<file path="config.mk">
export PLATFORM = sky130hd
export DESIGN_NAME = mem_arbiter
export DESIGN_NICKNAME = d
export VERILOG_FILES = /design/src/rtl/mem_arbiter.sv
export SDC_FILE = /design/constraint.sdc
export NUM_CORES = 1
export LEC_CHECK = 0
export ABC_AREA = 0
export CAP_MARGIN = 20
export CORE_MARGIN = 5
export CORE_UTILIZATION = 37
export CTS_BUF_LIST = sky130_fd_sc_hd__clkbuf_16
export CTS_CLUSTER_DIAMETER = 150
export DETAILED_ROUTE_END_ITERATION = 10
export GPL_ROUTABILITY_DRIVEN = 0
export PLACE_DENSITY = 0.82
export REMOVE_ABC_BUFFERS = 1
export SYNTH_ARGS = -nofsm -noshare
export SYNTH_HDL_FRONTEND = slang
export SYNTH_SLANG_ARGS = --single-unit
</file>
<file path="constraint.sdc">
create_clock -name clk -period 4.2 [get_ports clk]
set_clock_uncertainty 0.2 [all_clocks]
set_input_delay 0.63 -clock clk [delete_from_list [all_inputs] [get_ports clk]]
set_output_delay 0.63 -clock clk [all_outputs]
set_load 0.01 [all_outputs]
</file>
<file path="src/rtl/mem_arbiter.sv">
// Round-robin arbiter sharing one falling-edge-sampled 512x12 memory between the CPU (A) and a loader/debug port (B).
// Define MEM_ARB_FIXED_PRIO_EN to give port A absolute priority instead of round-robin.
module mem_arbiter #(
    parameter int AW = 9,
    parameter int DW = 12
) (
    input  logic          clk,
    input  logic          rst,
    input  logic          req_a,
    input  logic          wr_a,
    input  logic [AW-1:0] addr_a,
    input  logic [DW-1:0] wdata_a,
    output logic          ack_a,
    output logic [DW-1:0] rdata_a,
    input  logic          req_b,
    input  logic          wr_b,
    input  logic [AW-1:0] addr_b,
    input  logic [DW-1:0] wdata_b,
    output logic          ack_b,
    output logic [DW-1:0] rdata_b,
    output logic [AW-1:0] mem_addr,
    output logic          mem_wr,
    output logic [DW-1:0] mem_din,
    input  logic [DW-1:0] mem_dout
);

    typedef enum logic {IDLE, BUSY} state_t;
    typedef enum logic {PORT_A, PORT_B} port_t;

    state_t        state_q, state_d;
    port_t         last_grant_q, last_grant_d;
    logic          ack_a_q, ack_a_d;
    logic          ack_b_q, ack_b_d;
    logic          mem_wr_q, mem_wr_d;
    logic [AW-1:0] mem_addr_q, mem_addr_d;
    logic [DW-1:0] mem_din_q, mem_din_d;
    logic          grant_a, grant_b;

    always_ff @(posedge clk or posedge rst) begin
        if (rst) begin
            state_q      <= IDLE;
            last_grant_q <= PORT_B;
            ack_a_q      <= 1'b0;
            ack_b_q      <= 1'b0;
            mem_wr_q     <= 1'b0;
            mem_addr_q   <= '0;
            mem_din_q    <= '0;
        end else begin
            state_q      <= state_d;
            last_grant_q <= last_grant_d;
            ack_a_q      <= ack_a_d;
            ack_b_q      <= ack_b_d;
            mem_wr_q     <= mem_wr_d;
            mem_addr_q   <= mem_addr_d;
            mem_din_q    <= mem_din_d;
        end
    end

`ifdef MEM_ARB_FIXED_PRIO_EN
    assign grant_a = req_a;
    assign grant_b = req_b & ~req_a;
`else
    assign grant_a = req_a & (~req_b | (last_grant_q == PORT_B));
    assign grant_b = req_b & (~req_a | (last_grant_q == PORT_A));
`endif

    // Acks and write strobe default low so every grant yields exactly one pulse.
    always_comb begin
        state_d      = state_q;
        last_grant_d = last_grant_q;
        ack_a_d      = 1'b0;
        ack_b_d      = 1'b0;
        mem_wr_d     = 1'b0;
        mem_addr_d   = mem_addr_q;
        mem_din_d    = mem_din_q;
        case (state_q)
            IDLE: begin
                if (grant_a) begin
                    mem_addr_d   = addr_a;
                    mem_din_d    = wdata_a;
                    mem_wr_d     = wr_a;
                    ack_a_d      = 1'b1;
                    last_grant_d = PORT_A;
                    state_d      = BUSY;
                end else if (grant_b) begin
                    mem_addr_d   = addr_b;
                    mem_din_d    = wdata_b;
                    mem_wr_d     = wr_b;
                    ack_b_d      = 1'b1;
                    last_grant_d = PORT_B;
                    state_d      = BUSY;
                end
            end
            BUSY: state_d = IDLE;
            default: state_d = IDLE;
        endcase
    end

    assign ack_a    = ack_a_q;
    assign ack_b    = ack_b_q;
    assign mem_wr   = mem_wr_q;
    assign mem_addr = mem_addr_q;
    assign mem_din  = mem_din_q;
    assign rdata_a  = mem_dout;
    assign rdata_b  = mem_dout;

endmodule
</file>
==> results of run 1 <==
[logic make-up after synthesis]
logic type | Yosys count
flip-flops | 26
AO/OA/AOI/OAI | 66
AND/OR/NAND/NOR | 27
buffers and inverters | 39
[registers in the layout (all words and copies together) (netlist names)]
signal	flops
ack_b	1
ack_a	1
mem_din	12
state_q	1
mem_addr	9
mem_wr	1
last_grant_q	1
[final cells by class]
class | count | area (um2)
Tap cell | 50 | 62.56
Multi-Input combinational cell | 93 | 568.0
Clock buffer | 3 | 75.07
Timing Repair Buffer | 73 | 745.7
Fill cell | 373 | 1824
Sequential cell | 26 | 651.9
Clock inverter | 1 | 30.03
Inverter | 3 | 13.76
[per-layer routing]
metal | global-route usage, % | up-vias | routed length [um]
met2 | 24.02 | 71 | 1971
li1 | - | 616 | -
met3 | 6.019 | 6 | 389
met1 | 19.66 | 578 | 1705
met5 | 0 | - | 0
met4 | 5.433 | 0 | 52
[metrics by stage]
stage	total power, mW	util (%)	std cells	setup WS [ns]
2_1_floorplan	0.4764	-	122	2.494
3_3_place_gp	0.6497	50.72	244	1.634
3_5_place_dp	0.6564	50.72	244	1.574
4_1_cts	0.9354	53.37	248	1.859
5_1_grt	0.9807	54.06	249	1.724
6_report	0.9282	54.06	249	1.870
[cells in the final DEF, fill, tap and decap left out, types with 3 or more instances in the layout]
master | synthesis | layout
clkdlybuf4s50_1 | 0 | 71
dfrtp_1 | 25 | 25
nor2_1 | 21 | 21
a31oi_1 | 14 | 14
a21oi_1 | 14 | 14
o21ai_1 | 11 | 11
o21ai_0 | 10 | 10
a31oi_2 | 7 | 7
a21oi_2 | 7 | 7
clkbuf_16 | 0 | 3
[where the power goes]
part	leakage, nW	internal (mW)	switching [mW]
clock	0.0511	0.190	0.0886
sequential	0.298	0.305	0.0297
combinational	0.466	0.174	0.141
total	0.815	0.669	0.259
[worst min-delay path, delay by kind of cell, from the launching register on]
family             cells  cell delay [ns]
DFF                    1             0.34
AOI/OAI and AO/OA      1             0.09
and+or+nand+nor        1             0.05
[how the worst max path moves through the flow]
stage	slack, ns	start	endpoint
final	1.87	req_a	mem_addr[4]$_DFFE_PP0P_
after global routing	1.72	req_a	mem_din[0]$_DFFE_PP0P_
after CTS	1.86	req_a	mem_addr[4]$_DFFE_PP0P_
after detailed placement	1.57	req_a	mem_addr[4]$_DFFE_PP0P_
after global placement	1.63	req_a	mem_addr[2]$_DFFE_PP0P_
after floorplan	2.49	req_a	mem_addr[0]$_DFFE_PP0P_
==> results_dict.tcl, run 1 <==
set metrics [dict create \
    setup_viol 0 \
    path_depth 6 \
    synth.top_cells.by_count "26 x buf_4, 25 x dfrtp_1, 21 x nor2_1" \
    post-route-period-util_pct 55.48 \
    r2r_cells 3 \
    worst_slew_pin_slew_ns 0.8597 \
    synthMuxAreaShare_pct 0 \
    overflow 0 \
    synth_top_family_by_area "compound AO/OA/AOI/OAI gates" \
    routed_wl_um 4119 \
    synth.most_common_cell "buf_4" \
    synth_compound_area_share_pct 29.73 \
    cts-root-buf "clkbuf_16" \
    clock_latency_ns 0.26 \
    drt_iter0_markers 92 \
    core-area_um2 3971 \
    start_kind "input pin" \
    grt_pass1_wl_um 6479 \
    outcome "completed" \
    route.vias.total 1271 \
    worstPathRequired_ns 4.14 \
    antenna_found_initial 0 \
    ys_ff_latch 26 \
    cts_buffers 3 \
    postSynthAreaPerCell_um2 9.534 \
    synthTopCellsByArea "dfrtp_1 42%, buf_4 13%, a31oi_1 5.8%" \
    power_density_nw_per_um2 432.3 \
    syn_inst 158 \
    antenna_cells 0 \
    clockBufferDepth 2 \
    path_max_fanout 24 \
    grtUsageTotal_pct 15.53 \
    die_w_um 73.81 \
    min_from "mem_din[10]$_DFFE_PP0P_" \
    cpPeakStageDelay_ns 0.55 \
    wl_per_cell_um 16.54 \
    finalHoldViolCount 0 \
    final_antenna_net_count 0 \
    htree_levels 1 \
    syn_area_um2 1506 \
    postCtsHoldBufs 0 \
    timing.hold.ws_ns 0.3136 \
    seq_area_frac_synth_pct 43.27 \
    path_delay_family "buffers and inverters" \
    cts_tree "done" \
    grt_pass1_vias 1323 \
    worstSetupEndpointType "flop" \
    yosys_warnings 0 \
    fmax_mhz 429.2 \
    post_cts.repair.setup_buffers 0 \
    area_growth_pct 42.52 \
    synthFlopType "dfrtp_1" \
    grt_max_degree 27 \
    reg2reg_from "last_grant_q$_DFFE_PP1P_" \
    ioPinCount 108 \
    postPlaceCellArea_um2 2014 \
    rrSetupSlack_ns 2.32 \
    hold_end "mem_din[10]$_DFFE_PP0P_" \
    fin_tns_setup_ns 0 \
    rsz0062_at_grt "false" \
    synth-edff-count 0 \
    drive_gt1_share_pct 13.07 \
    initial_core_util_pct 37.93 \
    dieArea_um2 5448 \
    drcViolationCount 0 \
    holdCritPathClass "flop to flop" \
    arrival_ns 2.27 \
    final_cell_area_um2 2147 \
    fin_nets 260 \
    portBuffers 71 \
    drv_slew 0 \
    rows 23 \
    synthAdderAreaFrac_pct 0 \
    worst_path_max_delay_cell "o21bai_4" \
    cts.clk_slew.worst_paths_ns 0.06 \
    synth_top_area_cell "dfrtp_1" \
    vias_per_cell 5.104 \
    path_cells "clkdlybuf4s50_1 -> buf_4 -> o21bai_4 -> inv_4 -> nor2_1 -> a21oi_2" \
    power_leakage_nw 0.8153 \
    path_buf_inv 3 \
    r2r-end "mem_din[0]$_DFFE_PP0P_" \
    synth_xor_area_share_pct 0 \
    hold_depth 2 \
    slew_headroom_pct 42.69 \
    period_minus_slack_ns 2.330 \
    die_y_um 73.81 \
    cap_violations 0 \
    async_flop_share_pct 100.0 \
    hpwl_um 3036 \
    synth-simple-area-share_pct 7.973 \
    drtPass1Iterations 4 \
    vdd_drop_max_mv 0.2291 \
    yosysUniqueCellTypes 25 \
    critical_path_class "input pin to flop" \
    cts_resized 0 \
    cts.sinks 26 \
    netlist.area_leader.share_pct 41.53 \
]
(Power assumes the default switching activity.)
==> inputs of run 2 (changes only) <==
Settings changed: CORE_UTILIZATION 37 to 31, PLACE_DENSITY 0.82 to 0.73.
Clock period 4.2 ns to 2 ns, I/O delays scaled along.
==> results_dict.tcl, run 2 (synthesis results as in run 1) <==
set metrics [dict create \
    wl_per_cell_um 16.21 \
    drtPass1Iterations 4 \
    fin_nets 268 \
    rrSetupSlack_ns 0.43 \
    final_antenna_net_count 0 \
    grt_max_degree 23 \
    r2r-end "mem_din[5]$_DFFE_PP0P_" \
    cts_resized 0 \
    cpPeakStageDelay_ns 0.56 \
    worst_path_max_delay_cell "clkdlybuf4s50_1" \
    postCtsHoldBufs 0 \
    power_leakage_nw 0.8379 \
    finalWorstSetupSlack_ns 0.3222 \
    die_y_um 79.71 \
    grt_pass1_vias 1410 \
    path_delay_family "buffers and inverters" \
    initial_core_util_pct 31.89 \
    drcViolationCount 0 \
    routed_wl_um 4441 \
    place_ws_ns 0.1088 \
    dieArea_um2 6354 \
    cts_buffers 3 \
    setup_viol 0 \
    wl_met2_um 2135 \
    slew_headroom_pct 76.54 \
    period_minus_slack_ns 1.678 \
    rows 25 \
    critical_path_class "flop to output port" \
    path_buf_inv 1 \
    drt_iter0_markers 83 \
    clock_latency_ns 0.25 \
    finalHoldViolCount 0 \
    timing.hold.ws_ns 0.09620 \
    vdd_drop_max_mv 0.5579 \
    cts.clk_slew.worst_paths_ns 0.07 \
    cts.sinks 26 \
    core-area_um2 4723 \
    portBuffers 71 \
    grtUsageTotal_pct 14.15 \
    power_mw 1.864 \
    num-fill-cells 465 \
    path_cells "clkdlybuf4s50_1" \
    rsz0062_at_grt "false" \
    worstPathRequired_ns 1.50 \
    grt_pass1_wl_um 7003 \
    final_common_cell "clkdlybuf4s50_1" \
    top_layer "met4" \
    power_density_nw_per_um2 849.4 \
    fin_tns_setup_ns 0 \
    antenna_found_initial 0 \
    antenna_cells 0 \
    drive_gt1_share_pct 15.94 \
    route.vias.total 1345 \
    die_w_um 79.71 \
    largest_reg_flops 12 \
    worstSetupEndpointType "output port" \
    drv_slew 0 \
    path_max_fanout 2 \
    cts-root-buf "clkbuf_16" \
    arrival_ns 1.18 \
    clockBufferDepth 2 \
    fin_cells 274 \
    fmax_mhz 596.0 \
    ioPinCount 108 \
    final_cell_mix "71 x clkdlybuf4s50_1, 25 x dfrtp_1, 21 x nor2_1" \
    area_growth_pct 45.68 \
    htree_levels 1 \
    drt-met1-wl_um 1789 \
    vias_per_cell 4.909 \
    worst_slew_pin_slew_ns 0.3514 \
    post-route-period-util_pct 83.89 \
    cap_violations 0 \
    outcome "completed" \
    dp.cells 270 \
    cts_tree "done" \
    start_kind "flop" \
    hpwl_um 3421 \
    overflow 0 \
    post_cts.repair.setup_buffers 0 \
    holdCritPathClass "input pin to async pin" \
    wl_met3_um 480 \
    reg2reg_from "last_grant_q$_DFFE_PP1P_" \
    r2r_cells 4 \
]
-- run 2: final cells by class --
type | count | area [um2] | area share, %
inverter | 3 | 13.76 | 0.6271
clock buffer | 3 | 75.07 | 3.421
tap | 67 | 83.83 | 3.820
clock inverter | 1 | 3.754 | 0.1710
multi-input combinational | 93 | 568.0 | 25.88
sequential | 26 | 651.9 | 29.70
timing repair buffer | 81 | 798.3 | 36.37
-- run 2: worst max path at each step --
stage | start | to | slack [ns] | cells after the start
6_report | mem_addr[5]$_DFFE_PP0P_ | mem_addr[5] | 0.32 | 1
5_1_grt | mem_din[2]$_DFFE_PP0P_ | mem_din[2] | 0.27 | 1
4_1_cts | mem_addr[5]$_DFFE_PP0P_ | mem_addr[5] | 0.31 | 1
3_5_place_dp | req_b | mem_din[5]$_DFFE_PP0P_ | 0.11 | 5
3_3_place_gp | req_b | mem_addr[3]$_DFFE_PP0P_ | 0.14 | 5
2_1_floorplan | last_grant_q$_DFFE_PP1P_ | mem_addr[0]$_DFFE_PP0P_ | 0.36 | 3
-- run 2: per-layer routing --
metal	global-route usage (%)	vias up
li1	-	632
met1	16.81	637
met2	23.71	74
met3	6.321	2
met4	2.577	0
met5	0	-
-- run 2: power breakdown --
| group | internal (mW) | switching, mW |
|---|---|---|
| Combinational | 0.394 | 0.316 |
| Sequential | 0.641 | 0.0608 |
| Clock | 0.268 | 0.184 |
| Total | 1.30 | 0.561 |
-- run 2: per-stage QoR --
step                      utilization [%]  instance area, um2
after floorplan                         -                1234
after detailed placement            44.79                2116
after global placement              44.79                2116
final                               46.46                2195
after CTS                           46.46                2195
after global routing                46.46                2195
==> inputs of run 3 (changes only) <==
Settings changed: CORE_UTILIZATION 31 to 35, PLACE_DENSITY 0.73 to 0.78.
Clock period 2 ns to 1.69 ns, I/O delays scaled along.
==> results_dict.tcl, run 3 (synthesis results as in run 1) <==
set metrics [dict create \
    outcome "completed" \
    fmax_mhz 607.9 \
    power_density_nw_per_um2 1007 \
    cpPeakStageDelay_ns 0.57 \
    worst_path_max_delay_cell "clkdlybuf4s50_1" \
    cap_violations 0 \
    ioPinCount 108 \
    arrival_ns 1.19 \
    grt_pass1_wl_um 6796 \
    area_growth_pct 46.59 \
    critical_path_class "flop to output port" \
    grtUsageTotal_pct 15.54 \
    cts.clk_slew.worst_paths_ns 0.07 \
    post_cts.repair.setup_buffers 0 \
    final_cell_area_um2 2208 \
    drcViolationCount 0 \
    grt_pass1_vias 1372 \
    hpwl_um 3286 \
    drv_slew 0 \
    grt_max_degree 27 \
    initial_core_util_pct 36.86 \
    holdCritPathClass "input pin to async pin" \
    largest_reg_flops 12 \
    final_common_cell "clkdlybuf4s50_1" \
    die_w_um 75.61 \
    clockBufferDepth 2 \
    worstSetupEndpointType "output port" \
    route.vias.total 1321 \
    finalHoldViolCount 0 \
    antenna_cells 0 \
    postCtsHoldBufs 0 \
    antenna_found_initial 0 \
    core-area_um2 4086 \
    final_cell_mix "71 x clkdlybuf4s50_1, 25 x dfrtp_1, 21 x nor2_1" \
    die_y_um 75.61 \
    postPlaceCellArea_um2 2130 \
    rows 23 \
    cts.sinks 26 \
    cts_tree "done" \
    routed_wl_um 4348 \
    drive_gt1_share_pct 17.14 \
    clock_latency_ns 0.26 \
    overflow 0 \
    path_max_fanout 2 \
    start_kind "flop" \
    portBuffers 71 \
    fin_nets 271 \
    dieArea_um2 5716 \
    worst_slew_pin_slew_ns 0.3678 \
    power_leakage_nw 0.8581 \
    final_antenna_net_count 0 \
    vdd_drop_max_mv 0.5544 \
    htree_levels 1 \
    rsz0062_at_grt "false" \
    cts_buffers 3 \
    drt_iter0_markers 36 \
    cts-root-buf "clkbuf_16" \
    period_minus_slack_ns 1.645 \
    vias_per_cell 5.081 \
    slew_headroom_pct 75.44 \
    setup_viol 0 \
    path_buf_inv 1 \
    wl_per_cell_um 16.72 \
    fin_tns_setup_ns 0 \
    worstPathRequired_ns 1.24 \
    cts_resized 0 \
    drtPass1Iterations 4 \
    path_cells "clkdlybuf4s50_1" \
    path_delay_family "buffers and inverters" \
    post-route-period-util_pct 97.34 \
]
==> run 3: changes by cell type in the layout (fill, tap and decap cells not counted) <==
cell    change
buf_4       +2
buf_12      +1
==> run 3: metal layers <==
metal  GRT usage, %  vias to the layer above  part of all wire [%]
met5          2.778                        -                     0
met4          3.689                        0                  0.62
met3          5.541                        2                    11
met2          24.26                       65                    46
met1          20.44                      618                    42
li1               -                      636                     -
==> run 3: path summary, 6_finish.rpt <==
| path | from | to | slack, ns | cells after the start |
|---|---|---|---|---|
| max in group asynchronous | rst | last_grant_q$_DFFE_PP1P_ | 0.84 | 3 |
| min in group clk | mem_dout[10] | rdata_b[10] | 0.31 | 0 |
| max | mem_din[8]$_DFFE_PP0P_ | mem_din[8] | 0.04 | 1 |
| min reg2reg | state_q$_DFF_PP0_ | ack_a$_DFF_PP0_ | 0.31 | 1 |
| min | rst | ack_b$_DFF_PP0_ | 0.15 | 3 |
| max reg2reg | last_grant_q$_DFFE_PP1P_ | mem_din[7]$_DFFE_PP0P_ | 0.17 | 4 |
==> run 3: stage by stage <==
step | worst slack [ns] | total power, mW | util, % | hold slack, ns | instances
after floorplan | 0.04728 | 1.184 | - | 0.09278 | 122
after global placement | -0.06343 | 1.698 | 52.11 | 0.2914 | 256
after detailed placement | -0.1051 | 1.716 | 52.11 | 0.3063 | 256
after CTS | 0.04339 | 2.253 | 54.04 | 0.1643 | 260
after global routing | 0.01213 | 2.357 | 54.04 | 0.2298 | 260
final | 0.04494 | 2.224 | 54.04 | 0.1496 | 260
==> run 3: worst register-to-register path: cells and delay by family (launching register included) <==
kind	cells	cell delay, ns
flops	1	0.54
compound gates	2	0.25
simple gates	1	0.23
buf+inv	1	0.17
==> run 3: power breakdown <==
| group | switching [mW] | internal, mW | total (mW) |
|---|---|---|---|
| clock network | 0.213 | 0.317 | 0.530 |
| registers | 0.0750 | 0.759 | 0.834 |
| logic | 0.370 | 0.490 | 0.860 |
| total | 0.658 | 1.57 | 2.22 |
==> run 3: area by class of cell <==
type,count,area [um2]
clock buffers,3,75.07
well taps,50,62.56
multi-input cells,93,568.0
inverters,3,13.76
clock inverters,1,3.754
flip-flops and latches,26,651.9
repair buffers,84,833.3
fillers,394,1878
